### config.mk
export PLATFORM = sky130hd
export DESIGN_NAME = sw_pkt_tx_flat
export DESIGN_NICKNAME = d
export VERILOG_FILES = /design/src/rtl/sw_pkt_tx_if.sv /design/src/rtl/sw_pkt_tx.sv /design/src/flat_wrapper.sv
export SDC_FILE = /design/constraint.sdc
export NUM_CORES = 1
export LEC_CHECK = 0
export BUFFER_PORTS_ARGS = -buffer_cell sky130_fd_sc_hd__buf_4
export CORE_MARGIN = 5
export CORE_UTILIZATION = 55
export DETAILED_ROUTE_END_ITERATION = 8
export GPL_TIMING_DRIVEN = 0
export PLACE_DENSITY = 0.78
export SETUP_SLACK_MARGIN = 0.2
export SLEW_MARGIN = 40
export SYNTH_ARGS = -nofsm -noshare
export SYNTH_HDL_FRONTEND = slang
export SYNTH_SLANG_ARGS = --single-unit
### constraint.sdc
create_clock -name clk -period 4.5 [get_ports clk]
set_clock_uncertainty 0.15 [all_clocks]
set_input_delay 0 -clock clk [delete_from_list [all_inputs] [get_ports clk]]
set_output_delay 0 -clock clk [all_outputs]
set_load 0.02 [all_outputs]
### src/rtl/sw_pkt_tx_if.sv
// -----------------------------------------------------------------------------
// sw_pkt_tx_if
// Bundles the host-side write port and the switch-side byte port of sw_pkt_tx.
//   master : drives host_wr_en/host_wr_data/host_wr_last and read_out
//            (host + switch environment), observes status and frame outputs.
//   slave  : the transmitter itself.
// Signals:
//   host_wr_en, host_wr_data, host_wr_last : host byte write (DA, SA, payload)
//   host_full                               : a write now would be refused
//   pkt_err, ovf_err                        : one-cycle error pulses
//   sw_enable_in, data_in                   : frame enable and byte to switch
//   read_out                                : switch accepts current byte
//   tx_busy, tx_pkt_cnt                     : transmitter status
// -----------------------------------------------------------------------------
interface sw_pkt_tx_if #(
    parameter int WORD_WIDTH = 8
) ();
    logic                  host_wr_en;
    logic [WORD_WIDTH-1:0] host_wr_data;
    logic                  host_wr_last;
    logic                  host_full;
    logic                  pkt_err;
    logic                  ovf_err;
    logic                  sw_enable_in;
    logic [WORD_WIDTH-1:0] data_in;
    logic                  read_out;
    logic                  tx_busy;
    logic [15:0]           tx_pkt_cnt;

    modport master (
        output host_wr_en, host_wr_data, host_wr_last, read_out,
        input  host_full, pkt_err, ovf_err, sw_enable_in, data_in, tx_busy, tx_pkt_cnt
    );

    modport slave (
        input  host_wr_en, host_wr_data, host_wr_last, read_out,
        output host_full, pkt_err, ovf_err, sw_enable_in, data_in, tx_busy, tx_pkt_cnt
    );
endinterface

### src/rtl/sw_pkt_tx.sv
// -----------------------------------------------------------------------------
// sw_pkt_tx
// Buffers host packets (DA, SA, payload) and sends them to a switch as
// DA, SA, LEN, payload [, PAR] frames, LEN being the payload byte count.
// Host bytes land at a speculative pointer; only a well-formed final byte
// commits the packet (commit pointer + length-queue push). A final byte on DA
// or SA discards the partial packet.
// Ports:
//   clk   : single rising-edge clock
//   rst_n : synchronous active-low reset, clears everything incl. mid-frame
//   bus   : sw_pkt_tx_if.slave (host write port, switch port, status)
// Parameters: FIFO_SIZE (byte buffer depth, power of 2, 8..256),
//   WORD_WIDTH (8), LQ_DEPTH (length-queue entries, power of 2, >= 2).
// Build option: define SW_PKT_TX_PARITY_EN to append an XOR parity byte
//   (DA ^ SA ^ LEN ^ payload) after the last payload byte.
// -----------------------------------------------------------------------------
module sw_pkt_tx #(
    parameter int FIFO_SIZE  = 64,
    parameter int WORD_WIDTH = 8,
    parameter int LQ_DEPTH   = 8
) (
    input logic        clk,
    input logic        rst_n,
    sw_pkt_tx_if.slave bus
);
    localparam int AW = $clog2(FIFO_SIZE);
    localparam int PW = AW + 1;                       // extra bit tells full from empty
    localparam int QW = (LQ_DEPTH > 1) ? $clog2(LQ_DEPTH) : 1;
    localparam int CW = QW + 1;

    typedef enum logic [2:0] {
        ST_IDLE = 3'd0,
        ST_DA   = 3'd1,
        ST_SA   = 3'd2,
        ST_LEN  = 3'd3,
        ST_PAY  = 3'd4,
`ifdef SW_PKT_TX_PARITY_EN
        ST_PAR  = 3'd5,
`endif
        ST_GAP  = 3'd6
    } state_t;

`ifdef SW_PKT_TX_PARITY_EN
    function automatic logic [WORD_WIDTH-1:0] par_fold(
        input logic [WORD_WIDTH-1:0] acc,
        input logic [WORD_WIDTH-1:0] b
    );
        return acc ^ b;
    endfunction
`endif

    // Storage
    logic [WORD_WIDTH-1:0] mem_r [FIFO_SIZE];
    logic [WORD_WIDTH-1:0] lq_r  [LQ_DEPTH];

    // Pointers and counters
    logic [PW-1:0]         spec_ptr_r, commit_ptr_r, rd_ptr_r, wr_cnt_r;
    logic [PW-1:0]         spec_nxt_s, commit_nxt_s, rd_nxt_s, wr_cnt_nxt_s;
    logic [QW-1:0]         lq_wr_r, lq_rd_r;
    logic [CW-1:0]         lq_cnt_r, lq_cnt_nxt_s;
    logic [WORD_WIDTH-1:0] pay_left_r, pay_left_nxt_s;
    logic [WORD_WIDTH-1:0] len_push_s;
    logic                  wr_acc_s, push_s, pop_s, bad_last_s, xfer_s, full_nxt_s;

    // FSM
    state_t                state_r, state_nxt_s;

    // Registered outputs and their next values
    logic                  host_full_r, pkt_err_r, ovf_err_r, sw_en_r, busy_r;
    logic [WORD_WIDTH-1:0] data_r, data_nxt_s;
    logic                  sw_en_nxt_s, busy_nxt_s;
    logic [15:0]           cnt_r;

`ifdef SW_PKT_TX_PARITY_EN
    logic [WORD_WIDTH-1:0] par_r, par_nxt_s;
`endif

    assign xfer_s = sw_en_r & bus.read_out;

    // Host side: accept bytes, advance/rewind speculative pointer, commit packets
    always_comb begin
        wr_acc_s     = bus.host_wr_en & ~host_full_r;
        spec_nxt_s   = spec_ptr_r;
        commit_nxt_s = commit_ptr_r;
        wr_cnt_nxt_s = wr_cnt_r;
        push_s       = 1'b0;
        bad_last_s   = 1'b0;
        // wr_cnt_r counts DA+SA+earlier payload, so payload incl. this byte = wr_cnt_r - 1
        len_push_s   = WORD_WIDTH'(wr_cnt_r - PW'(1));
        if (wr_acc_s) begin
            if (bus.host_wr_last && (wr_cnt_r < PW'(2))) begin
                spec_nxt_s   = commit_ptr_r;
                wr_cnt_nxt_s = {PW{1'b0}};
                bad_last_s   = 1'b1;
            end else if (bus.host_wr_last) begin
                spec_nxt_s   = spec_ptr_r + PW'(1);
                commit_nxt_s = spec_ptr_r + PW'(1);
                wr_cnt_nxt_s = {PW{1'b0}};
                push_s       = 1'b1;
            end else begin
                spec_nxt_s   = spec_ptr_r + PW'(1);
                wr_cnt_nxt_s = wr_cnt_r + PW'(1);
            end
        end else begin
            push_s = 1'b0;
        end
    end

    // FSM next state plus read-pointer / payload-counter advance on transfers
    always_comb begin
        state_nxt_s    = state_r;
        rd_nxt_s       = rd_ptr_r;
        pay_left_nxt_s = pay_left_r;
        pop_s          = 1'b0;
        case (state_r)
            ST_IDLE: begin
                if (lq_cnt_r != CW'(0)) state_nxt_s = ST_DA;
                else                    state_nxt_s = ST_IDLE;
            end
            ST_DA: begin
                if (xfer_s) begin
                    state_nxt_s = ST_SA;
                    rd_nxt_s    = rd_ptr_r + PW'(1);
                end else begin
                    state_nxt_s = ST_DA;
                end
            end
            ST_SA: begin
                if (xfer_s) begin
                    state_nxt_s = ST_LEN;
                    rd_nxt_s    = rd_ptr_r + PW'(1);
                end else begin
                    state_nxt_s = ST_SA;
                end
            end
            ST_LEN: begin
                if (xfer_s) begin
                    state_nxt_s    = ST_PAY;
                    pay_left_nxt_s = lq_r[lq_rd_r];
                end else begin
                    state_nxt_s = ST_LEN;
                end
            end
            ST_PAY: begin
                if (xfer_s) begin
                    rd_nxt_s       = rd_ptr_r + PW'(1);
                    pay_left_nxt_s = pay_left_r - WORD_WIDTH'(1);
                    if (pay_left_r == WORD_WIDTH'(1)) begin
`ifdef SW_PKT_TX_PARITY_EN
                        state_nxt_s = ST_PAR;
`else
                        state_nxt_s = ST_GAP;
                        pop_s       = 1'b1;
`endif
                    end else begin
                        state_nxt_s = ST_PAY;
                    end
                end else begin
                    state_nxt_s = ST_PAY;
                end
            end
`ifdef SW_PKT_TX_PARITY_EN
            ST_PAR: begin
                if (xfer_s) begin
                    state_nxt_s = ST_GAP;
                    pop_s       = 1'b1;
                end else begin
                    state_nxt_s = ST_PAR;
                end
            end
`endif
            ST_GAP: begin
                // queue count already reflects the pop of the packet just sent
                if (lq_cnt_r != CW'(0)) state_nxt_s = ST_DA;
                else                    state_nxt_s = ST_IDLE;
            end
            default: begin
                state_nxt_s = ST_IDLE;
            end
        endcase
    end

`ifdef SW_PKT_TX_PARITY_EN
    // Running XOR of every byte sent in the current frame before PAR
    always_comb begin
        par_nxt_s = par_r;
        if (xfer_s) begin
            case (state_r)
                ST_DA:                  par_nxt_s = data_r;
                ST_SA, ST_LEN, ST_PAY:  par_nxt_s = par_fold(par_r, data_r);
                default:                par_nxt_s = par_r;
            endcase
        end else begin
            par_nxt_s = par_r;
        end
    end
`endif

    // Queue occupancy and full flag as they will be after this edge
    always_comb begin
        case ({push_s, pop_s})
            2'b10:   lq_cnt_nxt_s = lq_cnt_r + CW'(1);
            2'b01:   lq_cnt_nxt_s = lq_cnt_r - CW'(1);
            default: lq_cnt_nxt_s = lq_cnt_r;
        endcase
        full_nxt_s = ((spec_nxt_s - rd_nxt_s) == PW'(FIFO_SIZE)) ||
                     (lq_cnt_nxt_s == CW'(LQ_DEPTH));
    end

    // Output decode from the next state so registered outputs line up with it
    always_comb begin
        sw_en_nxt_s = 1'b0;
        data_nxt_s  = {WORD_WIDTH{1'b0}};
        busy_nxt_s  = (state_nxt_s != ST_IDLE);
        case (state_nxt_s)
            ST_DA, ST_SA, ST_PAY: begin
                sw_en_nxt_s = 1'b1;
                data_nxt_s  = mem_r[rd_nxt_s[AW-1:0]];
            end
            ST_LEN: begin
                sw_en_nxt_s = 1'b1;
                data_nxt_s  = lq_r[lq_rd_r];
            end
`ifdef SW_PKT_TX_PARITY_EN
            ST_PAR: begin
                sw_en_nxt_s = 1'b1;
                data_nxt_s  = par_nxt_s;
            end
`endif
            default: begin
                sw_en_nxt_s = 1'b0;
                data_nxt_s  = {WORD_WIDTH{1'b0}};
            end
        endcase
    end

    // FSM state register
    always_ff @(posedge clk) begin
        if (!rst_n) state_r <= ST_IDLE;
        else        state_r <= state_nxt_s;
    end

    // Byte buffer write port (contents need no reset; pointers gate validity)
    always_ff @(posedge clk) begin
        if (wr_acc_s) mem_r[spec_ptr_r[AW-1:0]] <= bus.host_wr_data;
    end

    // Length-queue write port
    always_ff @(posedge clk) begin
        if (push_s) lq_r[lq_wr_r] <= len_push_s;
    end

    // Pointer, counter and queue-index registers
    always_ff @(posedge clk) begin
        if (!rst_n) begin
            spec_ptr_r   <= {PW{1'b0}};
            commit_ptr_r <= {PW{1'b0}};
            rd_ptr_r     <= {PW{1'b0}};
            wr_cnt_r     <= {PW{1'b0}};
            lq_wr_r      <= {QW{1'b0}};
            lq_rd_r      <= {QW{1'b0}};
            lq_cnt_r     <= {CW{1'b0}};
            pay_left_r   <= {WORD_WIDTH{1'b0}};
        end else begin
            spec_ptr_r   <= spec_nxt_s;
            commit_ptr_r <= commit_nxt_s;
            rd_ptr_r     <= rd_nxt_s;
            wr_cnt_r     <= wr_cnt_nxt_s;
            lq_wr_r      <= push_s ? lq_wr_r + QW'(1) : lq_wr_r;
            lq_rd_r      <= pop_s  ? lq_rd_r + QW'(1) : lq_rd_r;
            lq_cnt_r     <= lq_cnt_nxt_s;
            pay_left_r   <= pay_left_nxt_s;
        end
    end

`ifdef SW_PKT_TX_PARITY_EN
    // Parity accumulator register
    always_ff @(posedge clk) begin
        if (!rst_n) par_r <= {WORD_WIDTH{1'b0}};
        else        par_r <= par_nxt_s;
    end
`endif

    // Registered outputs
    always_ff @(posedge clk) begin
        if (!rst_n) begin
            host_full_r <= 1'b0;
            pkt_err_r   <= 1'b0;
            ovf_err_r   <= 1'b0;
            sw_en_r     <= 1'b0;
            data_r      <= {WORD_WIDTH{1'b0}};
            busy_r      <= 1'b0;
            cnt_r       <= 16'd0;
        end else begin
            host_full_r <= full_nxt_s;
            pkt_err_r   <= bad_last_s;
            ovf_err_r   <= bus.host_wr_en & host_full_r;
            sw_en_r     <= sw_en_nxt_s;
            data_r      <= data_nxt_s;
            busy_r      <= busy_nxt_s;
            cnt_r       <= pop_s ? cnt_r + 16'd1 : cnt_r;
        end
    end

    assign bus.host_full    = host_full_r;
    assign bus.pkt_err      = pkt_err_r;
    assign bus.ovf_err      = ovf_err_r;
    assign bus.sw_enable_in = sw_en_r;
    assign bus.data_in      = data_r;
    assign bus.tx_busy      = busy_r;
    assign bus.tx_pkt_cnt   = cnt_r;
endmodule

### src/flat_wrapper.sv
// flat-port wrapper written by rule: the top's interface ports become plain ports
module sw_pkt_tx_flat 
#(
    parameter int FIFO_SIZE  = 64,
    parameter int WORD_WIDTH = 8,
    parameter int LQ_DEPTH   = 8
)
  (clk, rst_n, bus_host_wr_en, bus_host_wr_data, bus_host_wr_last, bus_read_out, bus_host_full, bus_pkt_err, bus_ovf_err, bus_sw_enable_in, bus_data_in, bus_tx_busy, bus_tx_pkt_cnt);
  sw_pkt_tx_if #(.WORD_WIDTH(WORD_WIDTH)) bus_i ();
  input logic clk;
  input logic rst_n;
  input wire logic [$bits(bus_i.host_wr_en)-1:0] bus_host_wr_en;
  input wire logic [$bits(bus_i.host_wr_data)-1:0] bus_host_wr_data;
  input wire logic [$bits(bus_i.host_wr_last)-1:0] bus_host_wr_last;
  input wire logic [$bits(bus_i.read_out)-1:0] bus_read_out;
  output wire logic [$bits(bus_i.host_full)-1:0] bus_host_full;
  output wire logic [$bits(bus_i.pkt_err)-1:0] bus_pkt_err;
  output wire logic [$bits(bus_i.ovf_err)-1:0] bus_ovf_err;
  output wire logic [$bits(bus_i.sw_enable_in)-1:0] bus_sw_enable_in;
  output wire logic [$bits(bus_i.data_in)-1:0] bus_data_in;
  output wire logic [$bits(bus_i.tx_busy)-1:0] bus_tx_busy;
  output wire logic [$bits(bus_i.tx_pkt_cnt)-1:0] bus_tx_pkt_cnt;
  assign bus_i.host_wr_en = bus_host_wr_en;
  assign bus_i.host_wr_data = bus_host_wr_data;
  assign bus_i.host_wr_last = bus_host_wr_last;
  assign bus_i.read_out = bus_read_out;
  assign bus_host_full = bus_i.host_full;
  assign bus_pkt_err = bus_i.pkt_err;
  assign bus_ovf_err = bus_i.ovf_err;
  assign bus_sw_enable_in = bus_i.sw_enable_in;
  assign bus_data_in = bus_i.data_in;
  assign bus_tx_busy = bus_i.tx_busy;
  assign bus_tx_pkt_cnt = bus_i.tx_pkt_cnt;
  sw_pkt_tx #(.FIFO_SIZE(FIFO_SIZE), .WORD_WIDTH(WORD_WIDTH), .LQ_DEPTH(LQ_DEPTH)) u_core (.clk(clk), .rst_n(rst_n), .bus(bus_i));
endmodule
==> results of run 1 <==
[worst max-delay path, stage by stage (launching register included)]
cell,delay (ns)
dfxtp_1,0.30
buf_6,0.13
nor3b_4,0.38
a22oi_2,0.18
buf_2,0.23
nor2_2,0.21
xor2_4,0.47
inv_2,0.17
clkbuf_2,0.31
buf_2,0.33
ha_1,0.35
and2_1,0.16
o21ai_0,0.16
nand2b_1,0.08
nor3_1,0.17
a21oi_1,0.06
o41ai_1,0.24
[registers in the layout, summed over array words and instances, names as in the netlist, 7 cells and up, named ones only]
register               cells
u_core.bus.data_in         8
u_core.commit_ptr_r        7
u_core.spec_ptr_r          7
u_core.wr_cnt_r            7
u_core.pay_left_r          8
u_core.mem_r             512
u_core.rd_ptr_r            7
u_core.lq_r               64
u_core.bus.tx_pkt_cnt     16
[path summary, 6_finish.rpt]
check	to	slack [ns]	start	depth (start not counted)
max	u_core.bus.host_full$_SDFF_PN0_	0.30	u_core.state_r[1]$_SDFF_PN0_	16
max reg2reg	u_core.bus.host_full$_SDFF_PN0_	0.30	u_core.state_r[1]$_SDFF_PN0_	16
min reg2reg	u_core.commit_ptr_r[1]$_SDFFE_PN0P_	0.31	u_core.commit_ptr_r[1]$_SDFFE_PN0P_	2
min	u_core.bus.host_full$_SDFF_PN0_	0.20	rst_n	4
[per-stage QoR]
step           instance area (um2)  hold slack (ns)
2_1_floorplan                27300          -0.0511
3_3_place_gp                 28400            0.111
3_5_place_dp                 28600            0.116
4_1_cts                      30900            0.143
5_1_grt                      31000            0.204
6_report                     31000            0.196
[cell usage after synthesis, drive strengths merged (12+ instances only)]
| master | number | area share, % |
|---|---|---|
| mux2i | 57 | 2.1 |
| and3 | 21 | 0.48 |
| nand3 | 59 | 1.1 |
| or3 | 12 | 0.28 |
| a21oi | 38 | 0.70 |
| clkbuf | 56 | 0.77 |
| dfxtp | 81 | 5.9 |
| mux2 | 21 | 0.87 |
| mux4 | 109 | 9.0 |
| nand2 | 195 | 2.7 |
| inv | 29 | 0.40 |
| o22ai | 16 | 0.39 |
| edfxtp | 576 | 63 |
| ha | 18 | 0.83 |
| o21ai | 43 | 0.79 |
| xnor2 | 21 | 0.81 |
| nor3 | 21 | 0.40 |
| nor2 | 144 | 2.0 |
| buf | 49 | 1.1 |
| xor2 | 24 | 0.80 |
| a31oi | 19 | 0.44 |
[power breakdown]
group,total (mW),internal (mW),switching [mW]
Combinational,0.285,0.0719,0.213
Clock,5.50,3.23,2.27
Sequential,6.67,6.66,0.0114
[per-layer routing]
| layer | part of all wire, % | vias up | GRT usage, % |
|---|---|---|---|
| met3 | 11 | 198 | 6.13 |
| met2 | 48 | 1025 | 40.9 |
| met5 | 0.14 | - | 0 |
| li1 | - | 7121 | - |
| met1 | 37 | 8210 | 33.8 |
| met4 | 4.1 | 2 | 10.4 |
[cells by family (layout without fill, tap and decap cells)]
kind of cell,after synthesis,after routing,share of synthesized area [%]
AOI/OAI and AO/OA,207,207,5.20
xor gates and xnor gates,45,45,1.61
adders and majority gates,19,19,0.898
buffers and inverters,134,321,2.31
DFF,657,657,69.3
muxes,187,187,11.9
and+or+nand+nor,522,522,8.73
[cell type report]
cell class,count,area (um2)
Buffer,105,528
Clock buffer,85,1840
Clock inverter,33,323
Fill cell,3440,18000
Inverter,29,109
Multi-Input combinational cell,980,7960
Sequential cell,657,18900
Tap cell,664,831
Timing Repair Buffer,69,528
[repair_timing]
item	in CTS	in global routing
hold endpoints to repair	581	0
resized for setup	3	10
hold buffers	14	0
setup buffers	3	0
endpoints found under the setup margin	4	7
cloned	0	0
pin swaps	2	0
==> tab_implementation.tex, run 1 <==
\begin{tabular}{lr}
\hline
Metric & Value \\
\hline
\multicolumn{2}{l}{\textbf{Routing}} \\
Total number of vias & 16600 \\
Initial DRC count & approximately 2500 \\
Antenna viol nets, final & 0 \\
Post-detailed-route wirelength per cell & about 26 um \\
Vias per std cell & between 6 and 7 \\
DR pass1 iterations & 6 \\
Residual DRC count & 0 \\
Wire length reported by the detailed router & roughly 70 mm \\
\multicolumn{2}{l}{\textbf{Synthesis}} \\
Synthesized instance count & 1771 \\
Share of synthesized registers carrying an async set or reset & 0\% \\
Mapped cell area & roughly 27000 um2 \\
Seq cells post-synth & about 660 \\
Count of cell types in the netlist & 70 \\
Ys flop type & edfxtp\_1 \\
Yosys warning total & 0 \\
Mapped Nets & between 1500 and 2000 \\
Average cell area after synthesis & approximately 15 um2 \\
Number of enable-type register cells in the synthesized netlist & between 500 and 600 \\
Seq/Total Area, Yosys & 69.3\% \\
\multicolumn{2}{l}{\textbf{Setup path}} \\
Required time of the worst setup path & between 4 and 5 ns \\
Endpoint kind of the worst setup timing path & flip-flop \\
Start-to-end type of the worst setup path & flip-flop to flip-flop \\
Critical path startpoint category & flip-flop \\
Data arrival time at the worst-slack endpoint & roughly 4.5 ns \\
Critical Path Fanout Max & 10 \\
\multicolumn{2}{l}{\textbf{Clock tree}} \\
Cell at the root of the clock tree & clkbuf\_16 \\
Worst-skew pair later-pin latency & around 0.61 ns \\
Number of clock sinks seen by CTS & 657 \\
Clock Path Buffers & 3 \\
Total CTS buffers & 66 \\
\# H-tree levels & 3 \\
Clock slew at the register clock pins of the worst setup and hold paths & about 0.050 ns \\
Clock tree from TritonCTS & done \\
\multicolumn{2}{l}{\textbf{STA}} \\
Final count of negative-setup-slack endpoints & 0 \\
Maximum clock frequency & 238 MHz \\
Final Max Slew Viols & 0 \\
Setup TNS after final layout & 0 ns \\
Slew margin rel. & about two fifths \\
Tmin final & about 4.2 ns \\
Setup repair after global routing missed its margin & true \\
Slew @ Worst Pin & between 0.8 and 0.9 ns \\
Setup ws final & a little under 0.3 ns \\
Final Hold Vio Count & 0 \\
Portion of the clock cycle consumed by the worst path in the final layout & 93.4\% \\
\multicolumn{2}{l}{\textbf{Cells and area}} \\
Final design utilization & approximately 63\% \\
Commonest cells after routing, fill and taps aside & edfxtp\_1 (576), nand2\_1 (194), nor2\_1 (111) \\
Layout cell share with drive strength beyond 1 & 20.3\% \\
Area grow syn2layout & 13.7\% \\
Diodes inserted & 0 \\
Leading cell type in the layout, fill and taps excluded & edfxtp\_1 \\
Fin cells & approximately 2600 \\
Fin nets & $\sim$1900 \\
\multicolumn{2}{l}{\textbf{Die}} \\
Site Rows & 81 \\
Die area & 54200 um2 \\
Ports placed on the boundary & 42 \\
Initial standard-cell utilization of the core & 55.6\% \\
Vertical die dimension & roughly 230 um \\
Core region area & 49100 um2 \\
X dimension of the die & 233 um \\
\multicolumn{2}{l}{\textbf{Global routing}} \\
Global route total overflow & 0 \\
Antenna violations before repair & 0 \\
Wire length of the first global-routing pass & about 100 mm \\
GRT Resource Usage Total & about a quarter \\
Largest net degree at the start of global routing & 65 \\
Via count of the first global-routing pass & 16300 \\
\multicolumn{2}{l}{\textbf{Placement}} \\
Routability cong. & between 0.9 and 1 \\
Placed cell count & 2486 \\
Number of I/O port buffers & approximately 40 \\
Post-place setup slack & -0.242 ns \\
Post-detail-place hpwl & approximately 44 mm \\
\multicolumn{2}{l}{\textbf{Min path}} \\
Min-delay worst type & primary input to flip-flop \\
\multicolumn{2}{l}{\textbf{Power}} \\
Worst IR drop on VDD & 395 uV \\
Static leakage & 10.0 nW \\
Total Power & around 12 mW \\
Power density of the placed cells & $\sim$400 nW/um2 \\
\multicolumn{2}{l}{\textbf{Status}} \\
Status & completed \\
\multicolumn{2}{l}{\textbf{Job}} \\
Reported max-cap violation count & 0 \\
\hline
\end{tabular}
Power figures use the tool's default switching activity.
==> run 2: changes to the inputs <==
--- a/config.mk
+++ b/config.mk
@@ -5,12 +5,13 @@
 export SDC_FILE = /design/constraint.sdc
 export NUM_CORES = 1
 export LEC_CHECK = 0
-export BUFFER_PORTS_ARGS = -buffer_cell sky130_fd_sc_hd__buf_4
+export ABC_AREA = 1
 export CORE_MARGIN = 5
 export CORE_UTILIZATION = 55
 export DETAILED_ROUTE_END_ITERATION = 8
+export DONT_BUFFER_PORTS = 1
 export GPL_TIMING_DRIVEN = 0
-export PLACE_DENSITY = 0.78
+export PLACE_DENSITY = 0.77
 export SETUP_SLACK_MARGIN = 0.2
 export SLEW_MARGIN = 40
 export SYNTH_ARGS = -nofsm -noshare
==> tab_implementation.tex, run 2 <==
\begin{tabular}{lr}
\hline
Metric & Value \\
\hline
\multicolumn{2}{l}{\textbf{Status}} \\
Status & completed \\
\multicolumn{2}{l}{\textbf{STA}} \\
Portion of the clock cycle consumed by the worst path in the final layout & 85.2\% \\
Slew @ Worst Pin & roughly 0.86 ns \\
Final Hold Vio Count & 0 \\
Setup repair after global routing missed its margin & false \\
Final count of negative-setup-slack endpoints & 0 \\
Slew margin rel. & a little over two fifths \\
Final Max Slew Viols & 0 \\
Tmin final & roughly 3.8 ns \\
Setup TNS after final layout & 0 ns \\
Maximum clock frequency & 261 MHz \\
\multicolumn{2}{l}{\textbf{Die}} \\
Site Rows & between 80 and 90 \\
Core region area & 50000 um2 \\
Initial standard-cell utilization of the core & 55.4\% \\
Die area & between 50000 and 60000 um2 \\
X dimension of the die & 234 um \\
Vertical die dimension & 234 um \\
Ports placed on the boundary & 42 \\
\multicolumn{2}{l}{\textbf{Power}} \\
Switching power of the nets & 6.19 mW \\
Power density of the placed cells & between 500 and 600 nW/um2 \\
Fraction of power spent switching nets & about a third \\
Static leakage & $\sim$11 nW \\
Proportion of power drawn by combinational gates & a little under a third \\
Total Power & around 18 mW \\
Worst IR drop on VDD & slightly below 400 uV \\
Sequential cell fraction of total power & 38.7\% \\
Share of total power in the clock network & between 30\% and 40\% \\
Power Internal & $\sim$11 mW \\
\multicolumn{2}{l}{\textbf{Clock tree}} \\
Clock Path Buffers & 3 \\
Total CTS buffers & 66 \\
Worst-skew pair later-pin latency & 0.60 ns \\
Number of clock sinks seen by CTS & roughly 660 \\
Number of resized instances in the post-cts repair step & 0 \\
Clock tree from TritonCTS & done \\
Clock slew at the register clock pins of the worst setup and hold paths & $\sim$0.060 ns \\
Post-CTS Repair Setup Buffers & 0 \\
\# H-tree levels & 3 \\
Cell at the root of the clock tree & clkbuf\_16 \\
\multicolumn{2}{l}{\textbf{Synthesis}} \\
Number of enable-type register cells in the synthesized netlist & 576 \\
Share of synthesized registers carrying an async set or reset & 0\% \\
Top cell type by total area after synthesis & edfxtp\_1 \\
Most frequent cell after synthesis & nand2\_1 \\
Synth top area share & 62.5\% \\
Multiplexer fraction of the synthesized cell area & 0\% \\
Fraction of the mapped netlist area in compound gates & around 3.2\% \\
Biggest area contributors in the synthesized netlist & edfxtp\_1 (63\%), nand3\_1 (9.6\%), nand2\_1 (8.8\%), dfxtp\_1 (5.9\%), nor2\_1 (2.4\%) \\
Largest family of logic cells by synthesized area & simple AND/OR/NAND/NOR gates \\
Most instantiated cells after synthesis & nand2\_1 (647), edfxtp\_1 (576), nand3\_1 (531) \\
Synthesized instance count & approximately 2500 \\
Ys flop type & edfxtp\_1 \\
Mapped Nets & 2580 \\
Average cell area after synthesis & 10.9 um2 \\
Yosys warning total & 0 \\
Post-synthesis share of cell area spent on xor and xnor gates & 0.692\% \\
Count of cell types in the netlist & between 40 and 50 \\
Mapped cell area & between 20000 and 30000 um2 \\
Post-Synth Simple-Gate Area & around 22\% \\
Seq/Total Area, Yosys & a little under 70\% \\
Adder and majority cell fraction of the synthesized area & less than 1\% \\
Seq cells post-synth & about 660 \\
\multicolumn{2}{l}{\textbf{Routing}} \\
Post-detailed-route wirelength per cell & between 20 and 25 um \\
Residual DRC count & 0 \\
DR pass1 iterations & 8 \\
Total number of vias & a little over 20000 \\
Initial DRC count & between 3000 and 4000 \\
Wire length reported by the detailed router & about 79 mm \\
Antenna viol nets, final & 0 \\
Vias per std cell & 6.10 \\
\multicolumn{2}{l}{\textbf{Setup path}} \\
Bufs and invs on worst path & 3 \\
Max stage delay cell, worst path & dfxtp\_1 \\
Worst path cell trace & ha\_1, o21ai\_0, nand2\_1, nand2\_1, buf\_2, buf\_2, ha\_1, inv\_1, o21bai\_1, a21oi\_1, o21bai\_1, a21o\_1, a21oi\_1, xor2\_1, nand3\_1, o31ai\_1 \\
Start-to-end type of the worst setup path & flip-flop to flip-flop \\
Kind of cell adding the most delay to the critical path & compound AO/OA/AOI/OAI gates \\
FF-to-FF path depth & 16 \\
Critical Path Fanout Max & 10 \\
Required time of the worst setup path & approximately 5 ns \\
Longest individual stage delay on the worst path & about 0.44 ns \\
Endpoint kind of the worst setup timing path & flip-flop \\
Number of cells on the critical path & 16 \\
Critical path startpoint category & flip-flop \\
Data arrival time at the worst-slack endpoint & around 4.2 ns \\
\multicolumn{2}{l}{\textbf{Min path}} \\
Number of cells traversed by the worst hold path & 4 \\
Min-delay worst type & primary input to flip-flop \\
\multicolumn{2}{l}{\textbf{Placement}} \\
Routability cong. & 0.971 \\
Placed cell count & 3220 \\
Number of I/O port buffers & 0 \\
Post-detail-place hpwl & $\sim$52 mm \\
\multicolumn{2}{l}{\textbf{Cells and area}} \\
Fin cells & 3357 \\
Final design utilization & approximately 62\% \\
Commonest cells after routing, fill and taps aside & nand2\_1 (647), edfxtp\_1 (576), nand3\_1 (531) \\
Area grow syn2layout & 12.4\% \\
Diodes inserted & 0 \\
Layout cell share with drive strength beyond 1 & 9.72\% \\
Number of flip-flops in the largest register & between 500 and 600 \\
Leading cell type in the layout, fill and taps excluded & nand2\_1 \\
Fin nets & approximately 2700 \\
Filler Cell Count & approximately 3800 \\
\multicolumn{2}{l}{\textbf{Global routing}} \\
Largest net degree at the start of global routing & 65 \\
Antenna violations before repair & 0 \\
GRT Resource Usage Total & between 20\% and 30\% \\
Wire length of the first global-routing pass & between 100 and 150 mm \\
Global route total overflow & 0 \\
Via count of the first global-routing pass & 19400 \\
\multicolumn{2}{l}{\textbf{Job}} \\
Reported max-cap violation count & 0 \\
\hline
\end{tabular}
[run 2: final cells by class]
class / instances / area (um2) / area share (%)
sequential: 657 / 18900 / 60.8
multi-input combinational: 1617 / 7600 / 24.4
clock buffer: 94 / 1940 / 6.24
timing repair buffer: 22 / 353 / 1.13
inverter: 144 / 541 / 1.74
tap: 672 / 841 / 2.70
clock inverter: 21 / 180 / 0.579
buffer: 130 / 724 / 2.33
[run 2: per-stage QoR]
| step | worst slack, ns | cell area (um2) | hold WS (ns) |
|---|---|---|---|
| after floorplan | 1.51 | 27700 | -0.0511 |
| after global placement | 0.906 | 28500 | -0.0471 |
| after detailed placement | 0.793 | 28600 | -0.0469 |
| after CTS | 0.761 | 31000 | 0.0592 |
| after global routing | 0.270 | 31100 | 0.114 |
| final | 0.668 | 31100 | 0.0771 |
[run 2: what timing repair did]
item                       CTS  global route
hold buffers                22             0
setup endpoints to repair    0             0
hold endpoints to repair   591             0
[run 2: path summary, 6_finish.rpt]
| check | start | end | slack [ns] |
|---|---|---|---|
| min | bus_host_wr_last | u_core.wr_cnt_r[1]$_SDFFE_PN0P_ | 0.08 |
| min reg2reg | u_core.lq_rd_r[2]$_SDFFE_PN0N_ | flip-flop | 0.29 |
| max reg2reg | u_core.rd_ptr_r[0]$_SDFF_PN0_ | u_core.bus.host_full$_SDFF_PN0_ | 0.67 |
| max | u_core.rd_ptr_r[0]$_SDFF_PN0_ | u_core.bus.host_full$_SDFF_PN0_ | 0.67 |
[run 2: worst register-to-register path: stages (launching register included)]
cell and delay, ns:
dfxtp_1 0.44, ha_1 0.28, o21ai_0 0.17, nand2_1 0.07
nand2_1 0.25, buf_2 0.43, buf_2 0.41, ha_1 0.32
inv_1 0.06, o21bai_1 0.09, a21oi_1 0.25, o21bai_1 0.14
a21o_1 0.20, a21oi_1 0.15, xor2_1 0.15, nand3_1 0.11
o31ai_1 0.08
[run 2: cells by family after synthesis]
| logic type | Yosys count |
|---|---|
| flip-flops | 657 |
| AO/OA/AOI/OAI | 163 |
| AND/OR/NAND/NOR | 1414 |
| buffers and inverters | 274 |
| adder cells (fa/ha/maj) | 19 |
| XOR/XNOR | 21 |
[run 2: power by group through the flow]
stage / registers (mW) / clock network, mW / logic, mW
CTS: 6.80 / 5.44 / 5.13
global route: 6.80 / 5.71 / 5.61
finish: 6.80 / 5.45 / 5.31
floorplan: 6.91 / 0 / 3.13
global placement: 6.92 / 0 / 4.87
detailed placement: 6.93 / 0 / 4.96
[run 2: layer usage]
metal | global-route usage, % | up-vias | wire length (um) | part of all wire, %
met5 | 0 | - | 0 | 0
met4 | 13.6 | 0 | 3890 | 4.9
met3 | 5.63 | 234 | 9290 | 12
met2 | 44.6 | 1405 | 36500 | 46
met1 | 40.0 | 9798 | 29700 | 37
li1 | - | 9053 | - | -
